--- src/rtl/ysyx_22040127_divider.sv ---
// ysyx_22040127_divider: iterative radix-2 restoring divider with signed,
// unsigned and 32-bit word modes. One quotient bit per cycle, a single
// sign-fixup cycle, and a held result slot released by out_ready.
module ysyx_22040127_divider #(
    parameter int XLEN     = 64,
    parameter int HAS_WORD = 1
) (
    input  logic            clk,
    input  logic            rst,
    input  logic            in_valid,
    output logic            in_ready,
    input  logic [XLEN-1:0] dividend,
    input  logic [XLEN-1:0] divisor,
    input  logic            is_signed,
    input  logic            is_word,
    input  logic            flush,
    output logic            out_valid,
    input  logic            out_ready,
    output logic [XLEN-1:0] quotient,
    output logic [XLEN-1:0] remainder,
    output logic            busy
);

    localparam int CW      = $clog2(XLEN) + 1;
    localparam int WW      = (XLEN >= 32) ? 32 : XLEN;
    localparam bit WORD_EN = (HAS_WORD != 0) && (XLEN >= 32);

    typedef enum logic [1:0] {
        S_IDLE,
        S_CALC,
        S_FIX,
        S_DONE
    } state_t;

    state_t          state_q, state_d;
    logic [CW-1:0]   cnt_q, cnt_d;
    logic [XLEN-1:0] quo_q, quo_d;
    logic [XLEN-1:0] rem_q, rem_d;
    logic [XLEN-1:0] dsr_q, dsr_d;
    logic            negq_q, negq_d;
    logic            negr_q, negr_d;
    logic            word_q, word_d;

    logic            word_in;
    logic [XLEN-1:0] a_ext, b_ext, mag_a, mag_b, min_val;
    logic            neg_a, neg_b, div0, ovf;
    logic [XLEN:0]   shifted, diff;
    logic            ge;

    function automatic logic [XLEN-1:0] sext_w(input logic [XLEN-1:0] x);
        logic [XLEN-1:0] y;
        y = x;
        for (int unsigned i = WW; i < XLEN; i++) y[i] = x[WW-1];
        return y;
    endfunction

    function automatic logic [XLEN-1:0] zext_w(input logic [XLEN-1:0] x);
        logic [XLEN-1:0] y;
        y = x;
        for (int unsigned i = WW; i < XLEN; i++) y[i] = 1'b0;
        return y;
    endfunction

    assign in_ready  = (state_q == S_IDLE) && !flush && !rst;
    assign out_valid = (state_q == S_DONE);
    assign busy      = (state_q != S_IDLE);
    assign quotient  = quo_q;
    assign remainder = rem_q;

    // Operand conditioning: word extension, magnitudes and bypass detection.
    always_comb begin
        word_in = WORD_EN && is_word;
        a_ext   = dividend;
        b_ext   = divisor;
        if (word_in) begin
            a_ext = is_signed ? sext_w(dividend) : zext_w(dividend);
            b_ext = is_signed ? sext_w(divisor)  : zext_w(divisor);
        end
        neg_a   = is_signed && a_ext[XLEN-1];
        neg_b   = is_signed && b_ext[XLEN-1];
        mag_a   = neg_a ? -a_ext : a_ext;
        mag_b   = neg_b ? -b_ext : b_ext;
        min_val = word_in ? sext_w(XLEN'(1) << (WW - 1)) : (XLEN'(1) << (XLEN - 1));
        div0    = (b_ext == '0);
        ovf     = is_signed && (a_ext == min_val) && (b_ext == '1);
    end

    // One restoring step: shift in the next dividend bit, trial-subtract.
    always_comb begin
        shifted = {rem_q, quo_q[XLEN-1]};
        diff    = shifted - {1'b0, dsr_q};
        ge      = !diff[XLEN];
    end

    // Next-state and datapath update; flush overrides every transition.
    always_comb begin
        state_d = state_q;
        cnt_d   = cnt_q;
        quo_d   = quo_q;
        rem_d   = rem_q;
        dsr_d   = dsr_q;
        negq_d  = negq_q;
        negr_d  = negr_q;
        word_d  = word_q;
        case (state_q)
            S_IDLE: begin
                if (in_valid && in_ready) begin
                    word_d = word_in;
                    negq_d = neg_a ^ neg_b;
                    negr_d = neg_a;
                    dsr_d  = mag_b;
                    cnt_d  = word_in ? CW'(WW) : CW'(XLEN);
                    if (div0) begin
                        quo_d   = '1;
                        rem_d   = word_in ? sext_w(a_ext) : a_ext;
                        state_d = S_DONE;
                    end else if (ovf) begin
                        quo_d   = a_ext;
                        rem_d   = '0;
                        state_d = S_DONE;
                    end else begin
                        // Word magnitudes are parked at the top so that only
                        // WW iterations are needed to consume them.
                        quo_d   = word_in ? (mag_a << (XLEN - WW)) : mag_a;
                        rem_d   = '0;
                        state_d = S_CALC;
                    end
                end
            end
            S_CALC: begin
                quo_d = {quo_q[XLEN-2:0], ge};
                rem_d = ge ? diff[XLEN-1:0] : shifted[XLEN-1:0];
                cnt_d = cnt_q - CW'(1);
                if (cnt_q == CW'(1)) state_d = S_FIX;
            end
            S_FIX: begin
                quo_d   = negq_q ? -quo_q : quo_q;
                rem_d   = negr_q ? -rem_q : rem_q;
                if (word_q) begin
                    quo_d = sext_w(quo_d);
                    rem_d = sext_w(rem_d);
                end
                state_d = S_DONE;
            end
            S_DONE: begin
                if (out_ready) state_d = S_IDLE;
            end
            default: state_d = S_IDLE;
        endcase
        if (flush) begin
            state_d = S_IDLE;
            cnt_d   = '0;
        end
    end

    // State and datapath registers.
    always_ff @(posedge clk or posedge rst) begin
        if (rst) begin
            state_q <= S_IDLE;
            cnt_q   <= '0;
            quo_q   <= '0;
            rem_q   <= '0;
            dsr_q   <= '0;
            negq_q  <= 1'b0;
            negr_q  <= 1'b0;
            word_q  <= 1'b0;
        end else begin
            state_q <= state_d;
            cnt_q   <= cnt_d;
            quo_q   <= quo_d;
            rem_q   <= rem_d;
            dsr_q   <= dsr_d;
            negq_q  <= negq_d;
            negr_q  <= negr_d;
            word_q  <= word_d;
        end
    end

endmodule

--- config.mk ---
export PLATFORM = sky130hd
export DESIGN_NAME = ysyx_22040127_divider
export DESIGN_NICKNAME = d
export VERILOG_FILES = /design/src/rtl/ysyx_22040127_divider.sv
export SDC_FILE = /design/constraint.sdc
export NUM_CORES = 1
export LEC_CHECK = 0
export CORE_UTILIZATION = 40
export CTS_CLUSTER_SIZE = 12
export DETAILED_ROUTE_END_ITERATION = 6
export DONT_BUFFER_PORTS = 1
export RECOVER_POWER = 100
export SYNTH_ARGS = -nofsm -noshare
export SYNTH_HDL_FRONTEND = slang
export SYNTH_SLANG_ARGS = --single-unit
--- constraint.sdc ---
create_clock -name clk -period 16.5 [get_ports clk]
set_input_delay 1.65 -clock clk [delete_from_list [all_inputs] [get_ports clk]]
set_output_delay 1.65 -clock clk [all_outputs]
set_load 0.01 [all_outputs]
==> reports/qor.txt, run 1 <==
WL met2 -> 40900 µm
critical path class -> reg2reg
Yosys top cell by area -> dfrtp_1
CTS Buffer Depth -> 3
Syn Inst Count -> 3029
Fillers -> 5516
HP Class -> reg2reg
failing checks -> DRC, capacitance limit, slew limit
CTS tree -> done
highest routed layer -> met5
setup TNS -> 0 ns
layout cells sized above 1 -> 5.22%
Area contributors post-synth -> dfrtp_1, a21oi_1, o21ai_0
CTS root buf -> clkbuf_16
static leakage -> 8.80 nW
Vias/cell -> 6.48
syn avg cell area -> 7.21 µm²
initial antenna violation count -> 1
crit end category -> flip-flop
FFs w/ async S/R, synth -> 100%
Worst-path clk slew -> 0.06 ns
Metal-1 WL -> 38000 µm
Die Y -> 236 µm
io pins -> 266
vias in the first global route -> 22177
f_max -> 135 MHz
first-pass GRT wire length -> 139000 µm
Pwr Total -> 5.71 mW
pin count of the biggest net entering global routing -> 106
detailed-route DRC error count -> 3
clock sinks -> 204
WL met3 -> 8890 µm
area delta synth->final -> 5.94%
WP data required -> 16.96 ns
CP cell instances -> ha_1, nand2_1, o21ai_0, a21oi_1, nor3_1, a211o_1, nor4_1, nor3_1, clkbuf_1, nor2_1, a221o_1, a221o_1
worst-margin pin slew -> 4.00 ns
# rows -> 85
Final Critical Period -> 7.42 ns
Final Skew -> 0.0229 ns
Max IR drop VDD -> 0.126 mV
critical path arrival -> 7.88 ns
Tcrit/Tclk final -> 45.0%
RSZ-0062 raised after global routing -> no
Die W -> 236 µm
sequential cell area -> 5100 µm²
Hold Violations, Final -> 0
Setup Fix Bufs, Post-CTS -> 0
# setup viols final -> 0
Worst path max stage delay -> 2.21 ns
die footprint -> 55500 µm²
library cells used by synthesis -> 96
most common cell in the synthesized netlist -> nand2_1
# nets final -> 3105
htree depth -> 1
grt ovf -> 0
commonest cells in the netlist -> nand2_1, a21oi_1, o21ai_0
crit path max fanout -> 51
GPL Wtd Cong -> 0.973
Cell Pwr Density -> 247 nW/µm²
EDFF count, synth -> 0
Routed Antenna Nets -> 0
slew margin rel. -> -167%
drt first-iter violations -> 2199
Seq/Total Area, Yosys -> 23.4%
Yosys reg bits -> 204
net count after synthesis -> 3240
Final HPWL DP -> 70300 µm
hold buffers post-CTS -> 0
Buffers on Ports -> 0
Total GRT Usage -> 32.0%
maxcap violations -> 9
core area -> 53900 µm²
Synth top area share -> 23.4%
area occupied by multi-input gates -> 15500 µm²
slowest CP cell -> clkbuf_1
status -> finished with violations
1st-pass router iterations -> 7
post-DR wirelength/cell -> 25.4 µm
CTS buffer count -> 26
Worst-Skew Late Latency -> 0.57 ns
placed cell count -> 3562
critical path launch point type -> flip-flop
Post-Route WL -> 91600 µm
Primary FF master, synth -> dfrtp_1
routed vias -> 23370
Non-Filler Instances -> 3609
Final Slew Violations -> 563
post-synthesis cell area -> 21800 µm²
Resize count post-CTS -> 0
Starting Density -> 40.5%
YS warnings -> 0
per-layer routing:
metal / up-vias / track usage, %
li1: 10880 / -
met1: 11099 / 42.4
met2: 1193 / 50.4
met3: 196 / 7.27
met4: 2 / 12.6
met5: - / 0
per-stage QoR:
stage | util [%] | setup WS (ns) | hold slack [ns] | instance area, µm²
after global routing | 42.9 | 8.57 | 0.490 | 23100
after detailed placement | 41.3 | 11.08 | 0.471 | 22300
after CTS | 43.0 | 11.34 | 0.484 | 23200
after global placement | 41.3 | 11.04 | 0.465 | 22300
after floorplan | - | 9.26 | 0.449 | 21800
final | 42.9 | 9.08 | 0.474 | 23100
where the power goes:
group          total, mW  switching (mW)  internal, mW
sequential          1.27           0.530         0.738
combinational       3.82            2.41          1.41
clock              0.629           0.242         0.387
kinds of logic (layout without fill, tap and decap cells):
logic type      Yosys count  after routing  share of synthesized area, %
simple gates           1075           1075                          23.6
compound gates         1043           1043                          30.1
buf+inv                 329            212                          5.80
xor+xnor                251            251                          10.1
flops                   204            204                          23.4
fa+ha+maj                76             76                          4.39
mux                      51             51                          2.55
other cells               0              1                             0
state kept, by name (all words and copies together), names as in the netlist:
name	cells
quotient	64
negq_q	1
remainder	64
cnt_q	7
negr_q	1
state_q	2
dsr_q	64
word_q	1
critical path: cells and delay by family, from the launching register on:
family                     cells  cell delay [ns]
buffers and inverters          1             2.21
DFF                            1             0.58
adders and majority gates      1             0.58
AOI/OAI and AO/OA              5             1.71
and+or+nand+nor                5             2.21
area by class of cell:
cell class,count,area share [%]
timing repair buffer,34,0.958
clock buffer,39,3.55
antenna,1,0.0108
clock inverter,7,0.492
sequential,204,22.1
inverter,132,2.15
multi-input combinational,2496,67.0
tap,696,3.77
path summary, 6_finish.rpt:
kind | startpoint | to | slack [ns] | cells after the start
worst max-delay path | remainder[38]$_DFFE_PP0P_ | remainder[54]$_DFFE_PP0P_ | 9.08 | 12
min in group asynchronous | rst | remainder[12]$_DFFE_PP0P_ | 1.92 | 1
worst min-delay path | dsr_q[24]$_DFFE_PP0P_ | dsr_q[24]$_DFFE_PP0P_ | 0.47 | 2
worst max register to register | remainder[38]$_DFFE_PP0P_ | remainder[54]$_DFFE_PP0P_ | 9.08 | 12
max in group asynchronous | rst | remainder[25]$_DFFE_PP0P_ | 9.78 | 2
worst min register to register | dsr_q[24]$_DFFE_PP0P_ | dsr_q[24]$_DFFE_PP0P_ | 0.47 | 2
cell usage in the layout, fill, tap and decap left out, types with 18 or more instances in the layout:
cell	n
clkbuf_16	27
or2_2	18
nor2_1	268
xnor2_1	141
nand2b_1	24
o211ai_1	31
o31ai_1	76
mux2_2	27
ha_1	75
a221oi_1	72
inv_1	130
a31oi_1	45
a21o_1	25
a21oi_1	302
o21a_1	21
nand2_1	338
nor4_1	45
nand4_1	50
and3_1	20
nor3_1	133
buf_4	25
or4_1	28
nand3_1	47
a211oi_1	25
xor2_1	109
or3_1	34
dfrtp_1	204
o21ai_0	284
Power figures use the tool's default switching activity.
==> run 2, diff against run 1 <==
==> constraint.sdc (replaced) <==
create_clock -name clk -period 6.35 [get_ports clk]
set_input_delay 0.635 -clock clk [delete_from_list [all_inputs] [get_ports clk]]
set_output_delay 0.635 -clock clk [all_outputs]
set_load 0.01 [all_outputs]
==> run 2 against run 1 <==
  * The run ends with capacitance limit, slew limit left
  * Critical path depth fell by 1
  * Worst setup slack got worse by 8.0 ns
  * Sequential share of layout area fell by 0.14 points
  * Clock power rose to 2.8 times the previous value
  * Wire length rose by 2.0%
  * First-iteration DRC count fell by 5.2%
  * Register-to-register slack got worse by 7.8 ns
  * Cell count rose by 0.36%
  * Flip-flop and latch count did not move
  * Combinational power rose to 2.7 times the previous value
  * Cell area rose by 0.66%
  * Utilization rose by 0.28 points
  * Largest cell class unchanged
  * Largest power group unchanged
  * Highest routed layer is now met4
==> reports/qor.txt, run 2 (synthesis results as in run 1) <==
Worst Setup SP -> divisor[3]
routed vias -> 23294
crit end category -> flip-flop
critical path arrival -> 5.77 ns
most frequent cells in the layout -> nand2_1, a21oi_1, o21ai_0
Final Skew -> 0.0287 ns
Max IR drop VDD -> 0.296 mV
Die W -> 236 µm
CTS tree -> done
core area -> 53900 µm²
Die Y -> 236 µm
switch share -> 56.0%
Starting Density -> 40.5%
vias in the first global route -> 22082
Final Slew Violations -> 382
CTS buffer count -> 28
post-DR wirelength/cell -> 25.8 µm
Hold Slack -> 0.0926 ns
layout cells sized above 1 -> 5.74%
failing checks -> capacitance limit, slew limit
drt first-iter violations -> 2084
Finished Core Util -> 43.2%
Resize count post-CTS -> 0
Worst path max stage delay -> 1.15 ns
htree depth -> 1
die footprint -> 55500 µm²
Routed Antenna Nets -> 0
io pins -> 266
detailed-route DRC error count -> 0
Post-Route WL -> 93500 µm
maxcap violations -> 6
first-pass GRT wire length -> 141000 µm
grt ovf -> 0
# setup viols final -> 0
pin count of the biggest net entering global routing -> 107
# diodes -> 0
Vias/cell -> 6.43
Internal -> 6.68 mW
most common cell after layout, fill and taps aside -> nand2_1
# nets final -> 3116
R2R setup slack -> 1.27 ns
CTS root buf -> clkbuf_16
final instance area -> 23300 µm²
Crit Reg-Reg Endpoint -> remainder[45]$_DFFE_PP0P_
Final HPWL DP -> 72200 µm
RSZ-0062 raised after global routing -> no
# rows -> 85
GPL Wtd Cong -> 1.01
f_max -> 191 MHz
sw power -> 8.50 mW
HP Class -> in2reg
critical path launch point type -> input port
WHS Path Cells -> 1
Worst-Skew Late Latency -> 0.61 ns
last element of the critical path -> quotient[54]$_DFFE_PP0P_
CTS Buffer Depth -> 3
clock sinks -> 204
crit path max fanout -> 31
initial antenna violation count -> 1
worst-margin pin slew -> 3.64 ns
slowest CP cell -> clkbuf_1
Worst-path clk slew -> 0.06 ns
static leakage -> 8.86 nW
reg-to-reg startpoint -> state_q[1]$_DFFE_PP0P_
Cell Pwr Density -> 652 nW/µm²
Flop pwr share -> 21.4%
setup TNS -> 0 ns
critical path class -> in2reg
WP data required -> 6.88 ns
Pwr Total -> 15.2 mW
clock share of power -> 11.7%
Logic pwr share -> 66.9%
status -> finished with violations
worst r2r path cells -> 7
Final Critical Period -> 5.24 ns
placed inst area -> 22300 µm²
slew margin rel. -> -143%
Hold Violations, Final -> 0
area delta synth->final -> 6.64%
Total GRT Usage -> 32.7%
CP cell instances -> nor4_1, nand4_1, nor4_1, and3_1, clkbuf_1, nor2_2, clkbuf_1, nand2b_1, nor2_1, o41ai_1, a21o_1
Tcrit/Tclk final -> 82.5%
1st-pass router iterations -> 7
Buffers on Ports -> 0
run 2: cell types whose count changed in the layout (fill, tap and decap cells not counted), moves of 2 or more:
cell | previous run | this run
mux2_2 | 27 | 32
clkbuf_1 | 11 | 14
clkinvlp_4 | 0 | 4
clkinv_2 | 3 | 5
buf_4 | 25 | 28
clkbuf_8 | 10 | 3
mux2_1 | 6 | 1
clkbuf_2 | 0 | 2
bufinv_16 | 3 | 6
run 2: worst min-delay path by stage:
stage / from / to / slack (ns)
after floorplan: dsr_q[55]$_DFFE_PP0P_ / dsr_q[55]$_DFFE_PP0P_ / 0.45
after global placement: dsr_q[42]$_DFFE_PP0P_ / dsr_q[42]$_DFFE_PP0P_ / 0.46
after detailed placement: dsr_q[19]$_DFFE_PP0P_ / dsr_q[19]$_DFFE_PP0P_ / 0.47
after CTS: flush / cnt_q[0]$_DFFE_PP0P_ / 0.08
after global routing: flush / cnt_q[6]$_DFFE_PP0P_ / 0.08
final: flush / cnt_q[0]$_DFFE_PP0P_ / 0.09
run 2: cell type report:
| cell class | count | area [µm²] |
|---|---|---|
| clock inverters | 17 | 260 |
| repair buffers | 43 | 292 |
| inverters | 132 | 503 |
| well taps | 696 | 871 |
| multi-input cells | 2496 | 15500 |
| fillers | 5597 | 30600 |
| flip-flops and latches | 204 | 5100 |
| clock buffers | 34 | 753 |
run 2: critical path: cells and delay by family:
kind,cells,cell delay [ns]
buf+inv,2,1.72
simple gates,7,2.90
compound gates,2,0.49
run 2: stage by stage:
stage,setup slack [ns],instances
3_3_place_gp,1.79,3570
2_1_floorplan,0.129,3029
6_report,1.11,3622
5_1_grt,0.722,3622
3_5_place_dp,1.69,3570
4_1_cts,1.81,3622
run 2: power by group through the flow:
stage                     Clock (mW)  Combinational, mW  Sequential [mW]
after floorplan                    0               7.31             2.72
after global placement             0               9.88             3.21
after detailed placement           0               9.95             3.23
after CTS                       1.80               10.0             3.21
after global routing            1.85               11.1             3.34
final                           1.78               10.2             3.24
run 2: repair_timing:
| item | CTS | global route |
|---|---|---|
| setup buffers | 0 | 0 |
| hold endpoints to repair | 7 | 0 |
| hold buffers | 1 | 0 |
run 2: layer usage:
| metal | vias up | routed length, µm | global-route usage (%) |
|---|---|---|---|
| li1 | 10895 | - | - |
| met1 | 11136 | 39100 | 43.0 |
| met2 | 1082 | 41400 | 51.4 |
| met3 | 181 | 8460 | 6.61 |
| met4 | 0 | 4520 | 14.9 |
| met5 | - | 0 | 0 |
